**config.mk**
```make
export PLATFORM = sky130hd
export DESIGN_NAME = hazard_control
export DESIGN_NICKNAME = d
export VERILOG_FILES = /design/src/rtl/hazard_control.sv
export SDC_FILE = /design/constraint.sdc
export NUM_CORES = 1
export LEC_CHECK = 0
export CORE_MARGIN = 2
export CORE_UTILIZATION = 34
export CTS_CLUSTER_SIZE = 8
export DETAILED_ROUTE_END_ITERATION = 7
export PLACE_DENSITY_LB_ADDON = 0.1
export SYNTH_ARGS = -nofsm -noshare
export SYNTH_HDL_FRONTEND = slang
export SYNTH_SLANG_ARGS = --single-unit
```
**constraint.sdc**
```tcl
create_clock -name Clk -period 5 [get_ports Clk]
set_clock_uncertainty 0.15 [all_clocks]
set_input_delay 1 -clock Clk [delete_from_list [all_inputs] [get_ports Clk]]
set_output_delay 1 -clock Clk [all_outputs]
set_load 0.02 [all_outputs]
```
**src/rtl/hazard_control.sv**
```systemverilog
//==============================================================================
// Module      : hazard_control
// Description : Pipeline hazard unit with load-use stall, multi-cycle multiply
//               hold, branch flush and a saturating stall-cycle counter.
// Revision    : 1.0 - initial release
//==============================================================================
`default_nettype none

module hazard_control #(
    parameter int MUL_CYCLES = 4
) (
    input  logic        Clk,
    input  logic        Reset,
    input  logic [4:0]  RSDecode,
    input  logic [4:0]  RTDecode,
    input  logic        UsesRT,
    input  logic        MulStart,
    input  logic        RegWriteExecute,
    input  logic [1:0]  MemReadExecute,
    input  logic [4:0]  DestRegExecute,
    input  logic        BranchTaken,
    output logic        PCWrite,
    output logic        IFIDWrite,
    output logic        IFIDFlush,
    output logic        IDEXBubble,
    output logic        MulBusy,
    output logic [15:0] StallCount
);

    typedef enum logic [0:0] {
        RUN      = 1'b0,
        MUL_BUSY = 1'b1
    } state_t;

    localparam logic [2:0]  c_mul_load = 3'(MUL_CYCLES - 1);
    localparam logic [15:0] c_cnt_max  = 16'hFFFF;

    state_t      state_q, state_d;
    logic [2:0]  cnt_q, cnt_d;
    logic        mul_busy_q, mul_busy_d;
    logic [15:0] stall_count_q, stall_count_d;
    logic        load_use;

    // Register $0 is never a real dependency, so it cannot cause a stall.
    assign load_use = (MemReadExecute != 2'b00) && RegWriteExecute &&
                      (DestRegExecute != 5'd0) &&
                      ((DestRegExecute == RSDecode) ||
                       (UsesRT && (DestRegExecute == RTDecode)));

    always_comb begin
        PCWrite    = 1'b1;
        IFIDWrite  = 1'b1;
        IFIDFlush  = 1'b0;
        IDEXBubble = 1'b0;
        state_d    = state_q;
        cnt_d      = cnt_q;
        if (!Reset) begin
            PCWrite    = 1'b0;
            IFIDWrite  = 1'b0;
            IFIDFlush  = 1'b1;
            IDEXBubble = 1'b1;
            state_d    = RUN;
            cnt_d      = 3'd0;
        end else if (BranchTaken) begin
            PCWrite    = 1'b1;
            IFIDWrite  = 1'b1;
            IFIDFlush  = 1'b1;
            IDEXBubble = 1'b1;
            state_d    = RUN;
            cnt_d      = 3'd0;
        end else if (state_q == MUL_BUSY) begin
            PCWrite    = 1'b0;
            IFIDWrite  = 1'b0;
            IDEXBubble = 1'b1;
            cnt_d      = cnt_q - 3'd1;
            if (cnt_q == 3'd1) begin
                state_d = RUN;
            end
        end else if (load_use) begin
            // Decode is held, so a coincident MulStart is simply reissued later.
            PCWrite    = 1'b0;
            IFIDWrite  = 1'b0;
            IDEXBubble = 1'b1;
        end else if (MulStart) begin
            state_d = MUL_BUSY;
            cnt_d   = c_mul_load;
        end
    end

    always_comb begin
        mul_busy_d    = (state_d == MUL_BUSY);
        stall_count_d = stall_count_q;
        if (!PCWrite && (stall_count_q != c_cnt_max)) begin
            stall_count_d = stall_count_q + 16'd1;
        end
    end

    always_ff @(posedge Clk) begin
        if (!Reset) begin
            state_q       <= RUN;
            cnt_q         <= 3'd0;
            mul_busy_q    <= 1'b0;
            stall_count_q <= 16'd0;
        end else begin
            state_q       <= state_d;
            cnt_q         <= cnt_d;
            mul_busy_q    <= mul_busy_d;
            stall_count_q <= stall_count_d;
        end
    end

    assign MulBusy    = mul_busy_q;
    assign StallCount = stall_count_q;

endmodule

`default_nettype wire

```
==> Word level (Yosys, flattened, before mapping) <==
Index checks and enable logic that the tools add are counted.
W data, S select, Z words.
{ "classes": {"n_addsub": 2, "eq_ne": 5, "n_mux": 17, "bitwise": 1, "n_reduce_logical": 12} }
{ "ops": {"columns": ["operator", "count"], "rows": [
  ["$add A16 B1 Y16 const B", 1],
  ["$ne A16 B16 Y1 const B", 1],
  ["$mux W1", 14],
  ["$eq A5 B5 Y1", 2],
  ["$mux W3", 3],
  ["$logic_and A1 B1 Y1", 5],
  ["$reduce_bool A5 Y1", 1],
  ["$reduce_bool A2 Y1", 2],
  ["$eq A3 B1 Y1 const B", 1],
  ["$sub A3 B1 Y3 const B", 1],
  ["$ne A2 B2 Y1 const B", 1],
  ["$reduce_and A2 Y1", 1],
  ["$reduce_or A2 Y1", 1],
  ["$logic_not A1 Y1", 1],
  ["$logic_or A1 B1 Y1", 1],
  ["$not A1 Y1", 1]
]} }
{ "word_totals": {"ff_bits": 20, "inputBits": 23, "output_inout_bits": 21} }

==> Logic depth before layout (Yosys ltp) <==
Gate-level depths: netlist (run 1).
{ "depth": {"depth_word": 10, "mapped_depth": 9, "depth_no_buf": 7} }

==> Worst setup path after synthesis (run 1) <==
No wires, ideal clock.
{ "synth_path": {"kind": "input to output", "startpoint": "in RTDecode[4]", "endpoint": "out PCWrite", "t_arrival_ns": 2.336, "required_time_ns": 3.850, "slack_ns": 1.514, "cell_stages": 9, "path_buffers": 3, "cell_sequence": "xnor2_1 nand4_1 o22ai_2 a21oi_2 buf_6 buf_2 nor2_1 nor2_1 buf_4"} }
{ "synth_via": {"elab_chain_len": 8} }
{ "synth_rtl": {"columns": ["item", "line_no", "rtl"], "rows": [
  ["from (decl)", "15", "input logic [4:0] RTDecode,"],
  ["$eq A5 B5 Y1", "48", "(UsesRT && (DestRegExecute == RTDecode)));"],
  ["$logic_and A1 B1 Y1", "48", null],
  ["$logic_or A1 B1 Y1", "47", "((DestRegExecute == RSDecode) ||"],
  ["$logic_and A1 B1 Y1", "46", "(DestRegExecute != 5'd0) &&"],
  ["$mux W1 (4 in series)", null, null],
  ["to (decl)", "22", "output logic PCWrite,"]
]} }
Every way passes these cells.

==> Final worst setup path (run 1) <==
{ "layout_path": {"startpoint": "in DestRegExecute[4]", "endpoint": "out PCWrite"} }
{ "layout_via": {"elab_chain_len": 8, "word_cells_on_any_way": 11, "cone_classes": "eq/ne: 2; mux: 4; reduce/logical: 5"} }
{ "layout_rtl": {"columns": ["item", "line_no", "rtl"], "rows": [
  ["from (decl)", "20", "input logic [4:0] DestRegExecute,"],
  ["$eq A5 B5 Y1", "48", null],
  ["$logic_and A1 B1 Y1", "48", null],
  ["$logic_or A1 B1 Y1", "47", null],
  ["$logic_and A1 B1 Y1 *", "46", null],
  ["$mux W1 *", "79", "end else if (load_use) begin"],
  ["$mux W1 *", "71", "end else if (state_q == MUL_BUSY) begin"],
  ["$mux W1 *", "64", "end else if (BranchTaken) begin"],
  ["$mux W1 *", "57", "if (!Reset) begin"]
]} }
Mark *: on every way between the ends. The rest lies on a longest branch, timed or not.

==> results.yml, run 1 <==
clocking:
  numCtsBuffers: 3
  clock_latency_ns: 0.30
  cts_tree: "yes"
  cts-root-buf: "clkbuf_4"
  post_cts_resized: 0
  holdBufCountCts: 0
  clk_path_buf_depth: 2
  clkSinkCount: 20
  clk_pin_slew_ns: 0.11
  ctsHtreeMaxLevel: 1
  cts_setup_buffers: 0
timing:
  setup_tns_ns: 0
  setup_slack_ns: 0.3010
  finalMaxSlewViolations: 0
  fin_crit_sh_pct: 93.98
  grt_setup_unrepaired: "no"
  slew_headroom_pct: 27.64
  worst_pin_slew_ns: 1.085
  fin_crit_ns: 4.699
  fmax_mhz: 212.8
  setup_viol: 0
  hold_viol: 0
placement:
  pre_cts_slack_ns: 0.2861
  place_inst: 230
  io_buffers: 43
  hpwlAfterDp_mm: 2.207
  place.gp.congestion: 0.7633
setup_path:
  worst_setup_path_end_kind: "output pin"
  critPathLaunchType: "input pin"
  crit_path_max_fanout: 30
  cp_cell_sequence: "clkdlybuf4s50_1 > xnor2_1 > nand4_1 > o22ai_2 > a21oi_2 > nor2_1 > nor2_1 > clkdlybuf4s50_1"
  crit_type: "input pin to output pin"
  cp_top_family: "buffers and inverters"
  critPathMaxStageDelay_ns: 0.85
  crit_buf_inv: 2
  crit_arrival_ns: 3.55
  required_ns: 3.85
  ff2ff_setup_slack_ns: 2.84
  critPathSlowestCell: "a21oi_2"
die:
  die_area_um2: 4040
  die_w_um: 63.56
  dieHeight_um: 63.56
  io_pins: 44
  core_area_um2: 3363
  rows: 21
  initial_utilization_pct: 35.86
logic_synthesis:
  synth_top_area_cell: "dfxtp_1"
  synth.distinct_cells: 32
  synth_area_um2: 1206
  postSynthNetCount: 175
  syn_inst: 149
  ys_top_cells_by_area: "dfxtp_1 33%, xnor2_1 7.3%, a21oi_1 6.6%"
  ys_warn_count: 0
  ys_ff_latch: 20
  synth.avg_cell_area_um2: 8.095
  synth.top_cell.area_share_pct: 33.20
  synth-seq-area-share_pct: 33.20
detailed_routing:
  wl_per_cell_um: 12.81
  drtAntennaViolNets: 0
  vias: 1214
  drc: 0
  wirelength_mm: 2.998
  dr.pass1.iters: 4
  drt_iter0_drc: 39
  avgViaCountPerCell: 5.188
layout:
  instances_no_fill: 234
  area_growth_pct: 41.08
  diodes: 0
  nNetsFinal: 215
  fin_util_pct: 50.60
  layout-drive-gt1-share_pct: 4.255
hold_path:
  hold_class: "register to register"
grt:
  antenna_found_initial: 0
  grt_max_degree: 31
  grt_pass1_vias: 1176
  grt_overflow: 0
  grt_pass1_wl_mm: 5.181
  grt.total_usage_pct: 15.82
power:
  power.density_nw_per_um2: 208.7
  fin_total_pwr_mw: 0.3551
  ir_worst_vdd_mv: 0.1696
  p_leak_nw: 0.5254
job:
  cap_violations: 0
run_status:
  status: "finished, final reports clean"
==> synthesized netlist by cell type <==
cell type and count:
dfxtp_1 20, a21oi_1 16, nand2_1 15, xnor2_1 10, o31ai_1 9, or4_1 9, nand3_1 7, nor2_1 7
inv_1 6, nand2b_1 6, o21ai_0 5, mux2i_1 4, nor4_1 4, buf_2 3, clkbuf_1 3, ha_1 3
nor3_1 3, a21o_1 2, nand3b_1 2, nand4_1 2, or3_1 2, a211o_1 1, a21oi_2 1, a221oi_1 1
and3_1 1, and4_1 1, buf_4 1, buf_6 1, nor4_2 1, o21a_1 1, o22ai_2 1, or3b_2 1
==> tightest hold or removal path, cell delays in order (launching register included) <==
cell     delay (ns)
dfxtp_1        0.34
nand2_1        0.06
mux2i_1        0.05
==> where the power goes <==
part | switching, mW | internal, mW | total (mW)
logic | 0.0284 | 0.0310 | 0.0594
registers | 0.00201 | 0.161 | 0.163
clock network | 0.0513 | 0.0810 | 0.132
==> cells by family after synthesis <==
logic type      after synthesis  synth area share (%)
fa+ha+maj                     3                 3.112
mux                           4                 3.320
buf+inv                      14                 5.601
simple gates                 61                 28.11
compound gates               37                 19.40
flops                        20                 33.19
xor+xnor                     10                 7.261
==> final timing paths <==
kind / endpoint / depth (start not counted) / from
worst max-delay path: PCWrite / 8 / DestRegExecute[4]
worst min-delay path: StallCount[11] / 2 / StallCount[11]
worst min register to register: StallCount[11] / 2 / StallCount[11]
worst max register to register: StallCount[13] / 7 / StallCount[0]
==> layout by cell type (no fill, tap or decap) <==
cell type,instances
clkdlybuf4s50_1,43
dfxtp_1,20
a21oi_1,16
nand2_1,15
xnor2_1,10
o31ai_1,9
or4_1,9
nand3_1,7
nor2_1,7
inv_1,6
nand2b_1,6
o21ai_0,5
nor4_1,4
mux2i_1,4
nor3_1,3
ha_1,3
clkbuf_4,3
nand4_1,2
nand3b_1,2
a21o_1,2
or3_1,2
o22ai_2,1
a21oi_2,1
and4_1,1
nor4_2,1
a211o_1,1
or3b_2,1
a221oi_1,1
and3_1,1
o21a_1,1
bufinv_16,1
==> layer usage <==
layer,GRT usage [%],up-vias,wire length [um],share of wire [%]
li1,-,621,-,-
met1,19.39,558,1358,45
met2,25.53,33,1426,48
met3,5.179,2,193,6.4
met4,6.250,0,20,0.67
met5,0,-,0,0
==> final cells by class <==
cell class	instances	area (um^2)
clock buffer	3	22.52
clock inverter	1	30.03
fill	370	1662
inverter	6	22.52
multi-input combinational	115	738.2
sequential	20	400.4
tap	46	57.56
timing repair buffer	43	430.4
==> registers in the layout, summed over array words and instances (netlist names) <==
signal,flops
cnt_q,3
MulBusy,1
StallCount,16
==> metrics by stage <==
step | hold slack, ns | instance area (um^2)
floorplan | 0.3145 | 1206
global placement | 0.3178 | 1649
detailed placement | 0.3258 | 1649
CTS | 0.3464 | 1702
global route | 0.3781 | 1702
finish | 0.3390 | 1702
(Power assumes the default switching activity.)
==> run 2: changes to the inputs <==
--- a/config.mk
+++ b/config.mk
@@ -7,6 +7,7 @@
 export LEC_CHECK = 0
 export CORE_MARGIN = 2
 export CORE_UTILIZATION = 34
+export CTS_BUF_LIST = sky130_fd_sc_hd__clkbuf_8
 export CTS_CLUSTER_SIZE = 8
 export DETAILED_ROUTE_END_ITERATION = 7
 export PLACE_DENSITY_LB_ADDON = 0.1
==> results.yml, run 2 (synthesis results as in run 1) <==
run_status:
  status: "finished, final reports clean"
clocking:
  cts_setup_buffers: 0
  ctsHtreeMaxLevel: 1
  clkSinkCount: 20
  cts-root-buf: "clkbuf_8"
  cts_tree: "yes"
  post_cts_resized: 0
  clock_latency_ns: 0.27
  clk_path_buf_depth: 2
  holdBufCountCts: 0
  clk_pin_slew_ns: 0.07
  numCtsBuffers: 3
detailed_routing:
  avgViaCountPerCell: 5.192
  drtAntennaViolNets: 0
  wl_per_cell_um: 12.74
  drc: 0
  dr.pass1.iters: 4
  vias: 1215
  wirelength_mm: 2.981
  drt_iter0_drc: 38
setup_path:
  critPathLaunchType: "input pin"
  crit_type: "input pin to output pin"
  required_ns: 3.85
  crit_arrival_ns: 3.54
  crit_path_max_fanout: 30
  worst_setup_path_end_kind: "output pin"
placement:
  place_inst: 230
  place.gp.congestion: 0.7633
  placed_area_um2: 1649
  io_buffers: 43
  hpwlAfterDp_mm: 2.207
timing:
  finalMaxSlewViolations: 0
  setup_tns_ns: 0
  fin_crit_ns: 4.686
  hold_viol: 0
  slew_headroom_pct: 28.48
  grt_setup_unrepaired: "no"
  worst_pin_slew_ns: 1.073
  fmax_mhz: 213.4
  setup_viol: 0
  fin_crit_sh_pct: 93.73
layout:
  layout_commonest_cell: "clkdlybuf4s50_1"
  layout-drive-gt1-share_pct: 4.255
  nNetsFinal: 215
  diodes: 0
  area_growth_pct: 42.63
  fillers: 363
  fin_area_um2: 1720
  layout_common_cells: "43 x clkdlybuf4s50_1, 20 x dfxtp_1, 16 x a21oi_1"
  largest_reg_flops: 16
  instances_no_fill: 234
  fin_util_pct: 51.15
power:
  p_leak_nw: 0.5331
  fin_total_pwr_mw: 0.3867
  power.density_nw_per_um2: 224.8
  ir_worst_vdd_mv: 0.1865
die:
  die_w_um: 63.56
  rows: 21
  die_area_um2: 4040
  core_area_um2: 3363
  io_pins: 44
  dieHeight_um: 63.56
  initial_utilization_pct: 35.86
grt:
  grt_overflow: 0
  grt_pass1_wl_mm: 5.181
  grt.total_usage_pct: 15.79
  grt_pass1_vias: 1186
  grt_max_degree: 31
  antenna_found_initial: 0
hold_path:
  hold_class: "register to register"
job:
  cap_violations: 0
==> run 2: cell types whose count changed in the layout (fill, tap and decap cells not counted) <==
| cell | previous run | this run |
|---|---|---|
| clkbuf_8 | 0 | 3 |
| clkbuf_4 | 3 | 0 |
==> run 2: report_power, final <==
part / leakage, nW / internal, mW / switching (mW)
registers: 0.162 / 0.161 / 0.00202
logic: 0.336 / 0.0310 / 0.0283
clock network: 0.0357 / 0.107 / 0.0573
total: 0.533 / 0.299 / 0.0876
==> run 2: final timing paths <==
kind	slack [ns]	to	depth (start not counted)	startpoint
worst max-delay path	0.31	PCWrite	8	DestRegExecute[4]
worst min-delay path	0.33	StallCount[11]	2	StallCount[11]
worst max register to register	2.85	StallCount[13]	7	StallCount[0]
worst min register to register	0.33	StallCount[11]	2	StallCount[11]
==> run 2: per-layer routing <==
| layer | track usage, % | up-vias | wire length, um |
|---|---|---|---|
| li1 | - | 621 | - |
| met1 | 19.28 | 557 | 1379 |
| met2 | 25.53 | 32 | 1375 |
| met3 | 4.643 | 5 | 180 |
| met4 | 7.065 | 0 | 45 |
| met5 | 0 | - | 0 |
==> run 2: layout make-up <==
type	count	area [um^2]	area share, %
clock inverters	1	30.03	1.745
well taps	46	57.56	3.345
multi-input cells	115	738.2	42.91
clock buffers	3	41.29	2.400
repair buffers	43	430.4	25.02
inverters	6	22.52	1.309
flip-flops and latches	20	400.4	23.27
==> run 2: through the flow <==
| stage | setup slack, ns | hold WS, ns |
|---|---|---|
| 2_1_floorplan | 1.514 | 0.3145 |
| 3_3_place_gp | 0.3720 | 0.3178 |
| 3_5_place_dp | 0.2861 | 0.3258 |
| 4_1_cts | 0.2862 | 0.3401 |
| 5_1_grt | 0.1055 | 0.3717 |
| 6_report | 0.3136 | 0.3332 |
==> run 2: worst max-delay path: stages <==
cell,delay [ns]
clkdlybuf4s50_1,0.54
xnor2_1,0.10
nand4_1,0.11
o22ai_2,0.09
a21oi_2,0.85
nor2_1,0.08
nor2_1,0.15
clkdlybuf4s50_1,0.62
==> variant 1, RTL diff (config.mk and constraints of run 1) <==
Register the output `StallCount` once more, with the module's reset; this adds one clock of latency there. The other outputs are not delayed to match.
--- a/src/rtl/hazard_control.sv
+++ b/src/rtl/hazard_control.sv
@@ -111,5 +111,11 @@
 
     assign MulBusy    = mul_busy_q;
-    assign StallCount = stall_count_q;
+    always_ff @(posedge Clk) begin
+        if (!Reset) begin
+            StallCount <= '0;
+        end else begin
+            StallCount <= stall_count_q;
+        end
+    end
 
 endmodule
Formal check against the unedited RTL: not equivalent (Yosys sat finds a counterexample within 4 cycles, from zero or initial values and one cycle with Reset low).
==> variant 1 against run 1 <==
  * Wire length increased by 9.0%
  * Setup slack better by 0.098 ns
  * Sequential cell count is 16 higher
  * Highest routed layer unchanged
  * Critical path type unchanged
  * Area after synthesis increased by 36%
  * Register-to-register slack lost 0.31 ns
  * Design area increased by 29%
  * Power rose by 51%
  * Sequential share of layout area increased by 9.4 points
  * Core utilization fell by 3.9 points
==> variant 1: results (changes against run 1) <==
Status
  • Status: finished, final reports clean

GRT
  • Antenna violations before repair: 0 (unchanged)
  • Vias in the first global route: 1342 (+14%)
  • Largest net degree at the start of global routing: 22 (-29%)
  • Global-route wire length before repair: 5670 um (+9.5%)
  • Total GRT Usage: 13.7% (-2.2 points)

Pwr
  • Internal power: 0.417 mW (+53%)
  • Maximum vdd drop: 0.0841 mV (-50%)
  • Gate power share: 11.0% (-5.7 points)
  • Sw frac: 22.5% (-0.57 points)
  • Reg power frac: 54.1% (+8.1 points)
  • Leak Pwr: 0.818 nW (+56%)

Logic synthesis
  • Ranking of synthesized cells by area: dfxtp_1 (44%), and2_1 (6.9%), xnor2_1 (5.9%)
  • Commonest cells in the synthesized netlist: dfxtp_1 (36), and2_1 (18), nand3_1 (11), xnor2_1 (11), nand2_1 (9)
  • Mux share of post-synthesis cell area: 5.66% (+2.3 points)
  • Synth cell types: 41 (+28%)
  • Seq/Total Area, Yosys: 44.1% (+11 points)
  • Post-Synth Adder-Cell Area: 2.30% (-0.82 points)
  • Compound-Gate Fraction of Synth Area: 10.7% (-8.7 points)
  • Syn_nets: 200 (+14%)
  • Average cell area after synthesis: 9.40 um^2 (+16%)

Route
  • Met3 routed WL: 177 um (-8.3%)
  • Final wirelength: 3270 um (+9.0%)
  • Vias/cell: 4.97 (-4.1%)
  • Vias post-DR: 1358 (+12%)
  • Initial DRC count: 57 (+46%)
  • Met2 routed WL: 1600 um (+12%)
  • Met1 WL: 1450 um (+7.1%)

STA
  • Slew margin rel.: 68.5% (+41 points)

Worst setup path
  • Slowest stage cell, crit path: clkdlybuf4s50_1
  • Worst reg2reg setup slack: 2.53 ns (-0.31 ns)
  • Max incr delay on CP: 0.60 ns (-0.25 ns)
  • CP max FO: 6 (-80%)
  • Critical path arrival: 3.45 ns (-0.10 ns)

Clock network
  • Cts bufs inserted: 5 (+2)
  • H-tree levels: 2 (+1)
  • CTS root buf: clkbuf_8
  • Later-pin clock latency in the skew report: 0.28 ns (-0.02 ns)
  • Clock Pin Slew Worst Setup and Hold Paths: 0.07 ns (-0.04 ns)

Placed design
  • Placed Cells incl. Taps: 266 (+16%)
  • Hpwl dp: 2520 um (+14%)
  • GPL Wtd Cong: 0.739 (-3.1%)

Final layout
  • Fill cells: 459 (+24%)
  • Nets: 245 (+14%)
  • Share of cells above drive strength 1: 6.85% (+2.6 points)
-- variant 1: changes by cell type after synthesis, moves of 5 or more --
cell	run 1	this run
and2_1	0	18
dfxtp_1	20	36
a21oi_1	16	4
o31ai_1	9	0
nor2b_1	0	8
or4_1	9	2
nand2_1	15	9
nor3_1	3	8
-- variant 1: per-stage QoR --
stage                     hold slack [ns]  instance area (um^2)  util, %  worst slack, ns
after floorplan                     0.314                  1640        -             1.33
after global placement              0.330                  2110     45.0            0.452
after detailed placement            0.355                  2110     45.0            0.392
after CTS                           0.363                  2190     46.7            0.394
after global routing                0.388                  2190     46.7            0.317
final                               0.361                  2190     46.7            0.399
-- variant 1: area by class of cell --
cell class	count	area, um^2	share of cell area, %
clock buffer	6	72.6	3.31
clock inverter	1	5.00	0.228
tap	54	67.6	3.08
multi-input combinational	126	865	39.5
inverter	6	22.5	1.03
sequential	36	721	32.9
timing repair buffer	44	438	20.0
-- variant 1: path summary, 6_finish.rpt --
path	cells past startpoint	to	startpoint
min reg2reg	2	cnt_q[1]	cnt_q[1]
min	2	cnt_q[1]	cnt_q[1]
max reg2reg	7	stall_count_q[9]	stall_count_q[0]
max	6	PCWrite	DestRegExecute[1]
-- variant 1: worst register-to-register path: stages (launching register included) --
cell	delay [ns]
dfxtp_1	0.35
ha_1	0.25
inv_1	0.09
nor3_1	0.09
a221oi_1	0.31
nand2_1	0.36
nor4_1	0.38
mux2_2	0.37
-- variant 1: per-layer routing --
metal	up-vias	global-route usage (%)
li1	697	-
met1	616	15.7
met3	5	4.80
met4	0	6.06
met2	40	22.8
met5	-	0
==> variant 2, RTL diff (config.mk and constraints of run 1) <==
Made on the original files. Change the localparam `c_cnt_max` from 16'hFFFF to 16'h8000.
--- a/src/rtl/hazard_control.sv
+++ b/src/rtl/hazard_control.sv
@@ -34,5 +34,5 @@
 
     localparam logic [2:0]  c_mul_load = 3'(MUL_CYCLES - 1);
-    localparam logic [15:0] c_cnt_max  = 16'hFFFF;
+    localparam logic [15:0] c_cnt_max  = 16'h8000;
 
     state_t      state_q, state_d;
Check against the original RTL: no difference found for any inputs over 10 cycles, from zero or initial values and one cycle with Reset low; that may be too few to reach the edited logic, so the function may still have changed.
==> variant 2 against run 1 <==
  * Setup slack improved by 0.26 ns
  * Sequential cell count unchanged
  * Power up 7.8%
  * Worst hold slack improved by 0.0096 ns
  * Design area rose by 4.1%
  * Die area grew 3.3%
  * Clock power up 22%
  * Final cell count grew 1.7%
  * Core utilization fell by 1.5 points
  * Combinational power is 1% lower
  * Wire length is 3.5% lower
  * Area after synthesis grew 3.5%
  * Largest cell class unchanged
  * Largest power group unchanged
==> variant 2: results (changes against run 1) <==
Worst setup path
  • Max incr delay on CP: 0.63 ns (-0.22 ns)
  • Slowest stage cell, crit path: clkdlybuf4s50_1
  • Critical path origin: DestRegExecute[1]
  • Worst reg2reg setup slack: 2.94 ns (+0.10 ns)
  • Worst flop-to-flop path startpoint: StallCount[4]
  • CP max FO: 3 (-90%)
  • Critical path arrival: 3.29 ns (-0.26 ns)
  • Family with the most delay on the worst path: buffers and inverters

GRT
  • Largest net degree at the start of global routing: 17 (-45%)
  • Antenna violations before repair: 0 (unchanged)
  • Vias in the first global route: 1107 (-5.9%)
  • Total GRT Usage: 14.6% (-1.2 points)
  • Global-route wire length before repair: 4750 um (-8.2%)

Clock network
  • Post-CTS setup buffers: 0 (unchanged)
  • Max Buffers Root-to-Sink: 2 (unchanged)
  • H-tree levels: 1 (unchanged)
  • CTS root buf: clkbuf_8
  • Cts bufs inserted: 3 (unchanged)
  • Clock Pin Slew Worst Setup and Hold Paths: 0.07 ns (-0.04 ns)
  • Later-pin clock latency in the skew report: 0.26 ns (-0.04 ns)
  • Cts hold-fix bufs: 0 (unchanged)
  • Post-CTS Resized: 0 (unchanged)

Route
  • Initial DRC count: 57 (+46%)
  • Vias/cell: 5.03 (-3.0%)
  • Final wirelength: 2890 um (-3.5%)
  • Pre-antenna DRT Iters: 4 (unchanged)

Placed design
  • GPL Wtd Cong: 0.704 (-7.8%)
  • Hpwl dp: 2310 um (+4.6%)
  • DP Worst Slack: 0.549 ns (+0.263 ns)
  • I/O Buffers: 43 (unchanged)

Logic synthesis
  • Seq/Total Area, Yosys: 32.1% (-1.1 points)
  • FFs w/ async S/R, synth: 0% (unchanged)
  • Syn_nets: 175 (unchanged)
  • Commonest cells in the synthesized netlist: dfxtp_1 (20), a21oi_1 (13), inv_1 (12), or3_1 (12), xnor2_1 (12)
  • Yosys warning count: 0 (unchanged)
  • Synth cell types: 41 (+28%)
  • Yosys reg bits: 20 (unchanged)
  • Ranking of synthesized cells by area: dfxtp_1 (32%), xnor2_1 (8.4%), or3_1 (6.0%)

Final layout
  • Largest register FFs: 16 (unchanged)
  • Share of cells above drive strength 1: 11.1% (+6.8 points)
  • Fill cells: 358 (-3.2%)
  • Antenna Cells: 0 (unchanged)
  • Nets: 218 (+1.4%)

Pwr
  • Maximum vdd drop: 0.122 mV (-28%)
  • Leak Pwr: 0.553 nW (+5.3%)

Status
  • Status: finished, final reports clean

STA
  • Worst Tran Pin Value: 0.611 ns (-0.474 ns)
  • Tcrit/Tclk final: 88.7% (-5.3 points)

Min path
  • Worst hold path class: reg -> reg
  • Worst Hold Launch: StallCount[15]
[variant 2: logic make-up (layout without fill, tap and decap cells)]
group                      Yosys count  after routing  share of synthesized area [%]
AOI/OAI and AO/OA                   41             41                           22.7
xor gates and xnor gates            12             12                           8.42
adders and majority gates            4              4                           4.01
buffers and inverters               17             59                           6.71
DFF                                 20             20                           32.1
muxes                                1              1                          0.802
and+or+nand+nor                     53             53                           25.3
[variant 2: through the flow]
step | hold WS [ns] | cell area, um^2 | util, % | instances
floorplan | 0.314 | 1250 | - | 148
global placement | 0.325 | 1700 | 47.2 | 234
detailed placement | 0.346 | 1700 | 47.2 | 234
CTS | 0.356 | 1770 | 49.1 | 238
global route | 0.390 | 1770 | 49.1 | 238
finish | 0.349 | 1770 | 49.1 | 238
[variant 2: worst register-to-register path, delay by kind of cell (launching register included)]
kind,cells,cell delay [ns]
and+or+nand+nor,5,1.25
DFF,1,0.46
AOI/OAI and AO/OA,1,0.13
[variant 2: per-layer routing]
metal  GRT usage (%)  share of wire, %  up-vias
met3            5.38               7.2        2
li1                -                 -      613
met5               0                 0        -
met2            26.0                48       34
met1            16.2                44      549
met4            3.99              0.76        0
[variant 2: final cells by class]
| cell class | instances | area, um^2 | area share (%) |
|---|---|---|---|
| Timing Repair Buffer | 43 | 430 | 24.3 |
| Multi-Input combinational cell | 111 | 764 | 43.1 |
| Inverter | 12 | 45.0 | 2.54 |
| Clock buffer | 3 | 41.3 | 2.33 |
| Clock inverter | 1 | 30.0 | 1.69 |
| Sequential cell | 20 | 400 | 22.6 |
| Tap cell | 48 | 60.1 | 3.39 |
[variant 2: power breakdown]
| group | leakage, nW | total, mW | internal [mW] | switching, mW |
|---|---|---|---|---|
| Clock | 0.0357 | 0.161 | 0.107 | 0.0539 |
| Sequential | 0.162 | 0.163 | 0.161 | 0.00221 |
| Combinational | 0.356 | 0.0587 | 0.0327 | 0.0260 |
| Total | 0.553 | 0.383 | 0.301 | 0.0821 |
[variant 2: path summary, 6_finish.rpt]
path,end,cells past startpoint
worst max-delay path,PCWrite,7
worst min-delay path,StallCount[15],2
worst max register to register,StallCount[15],6
worst min register to register,StallCount[15],2
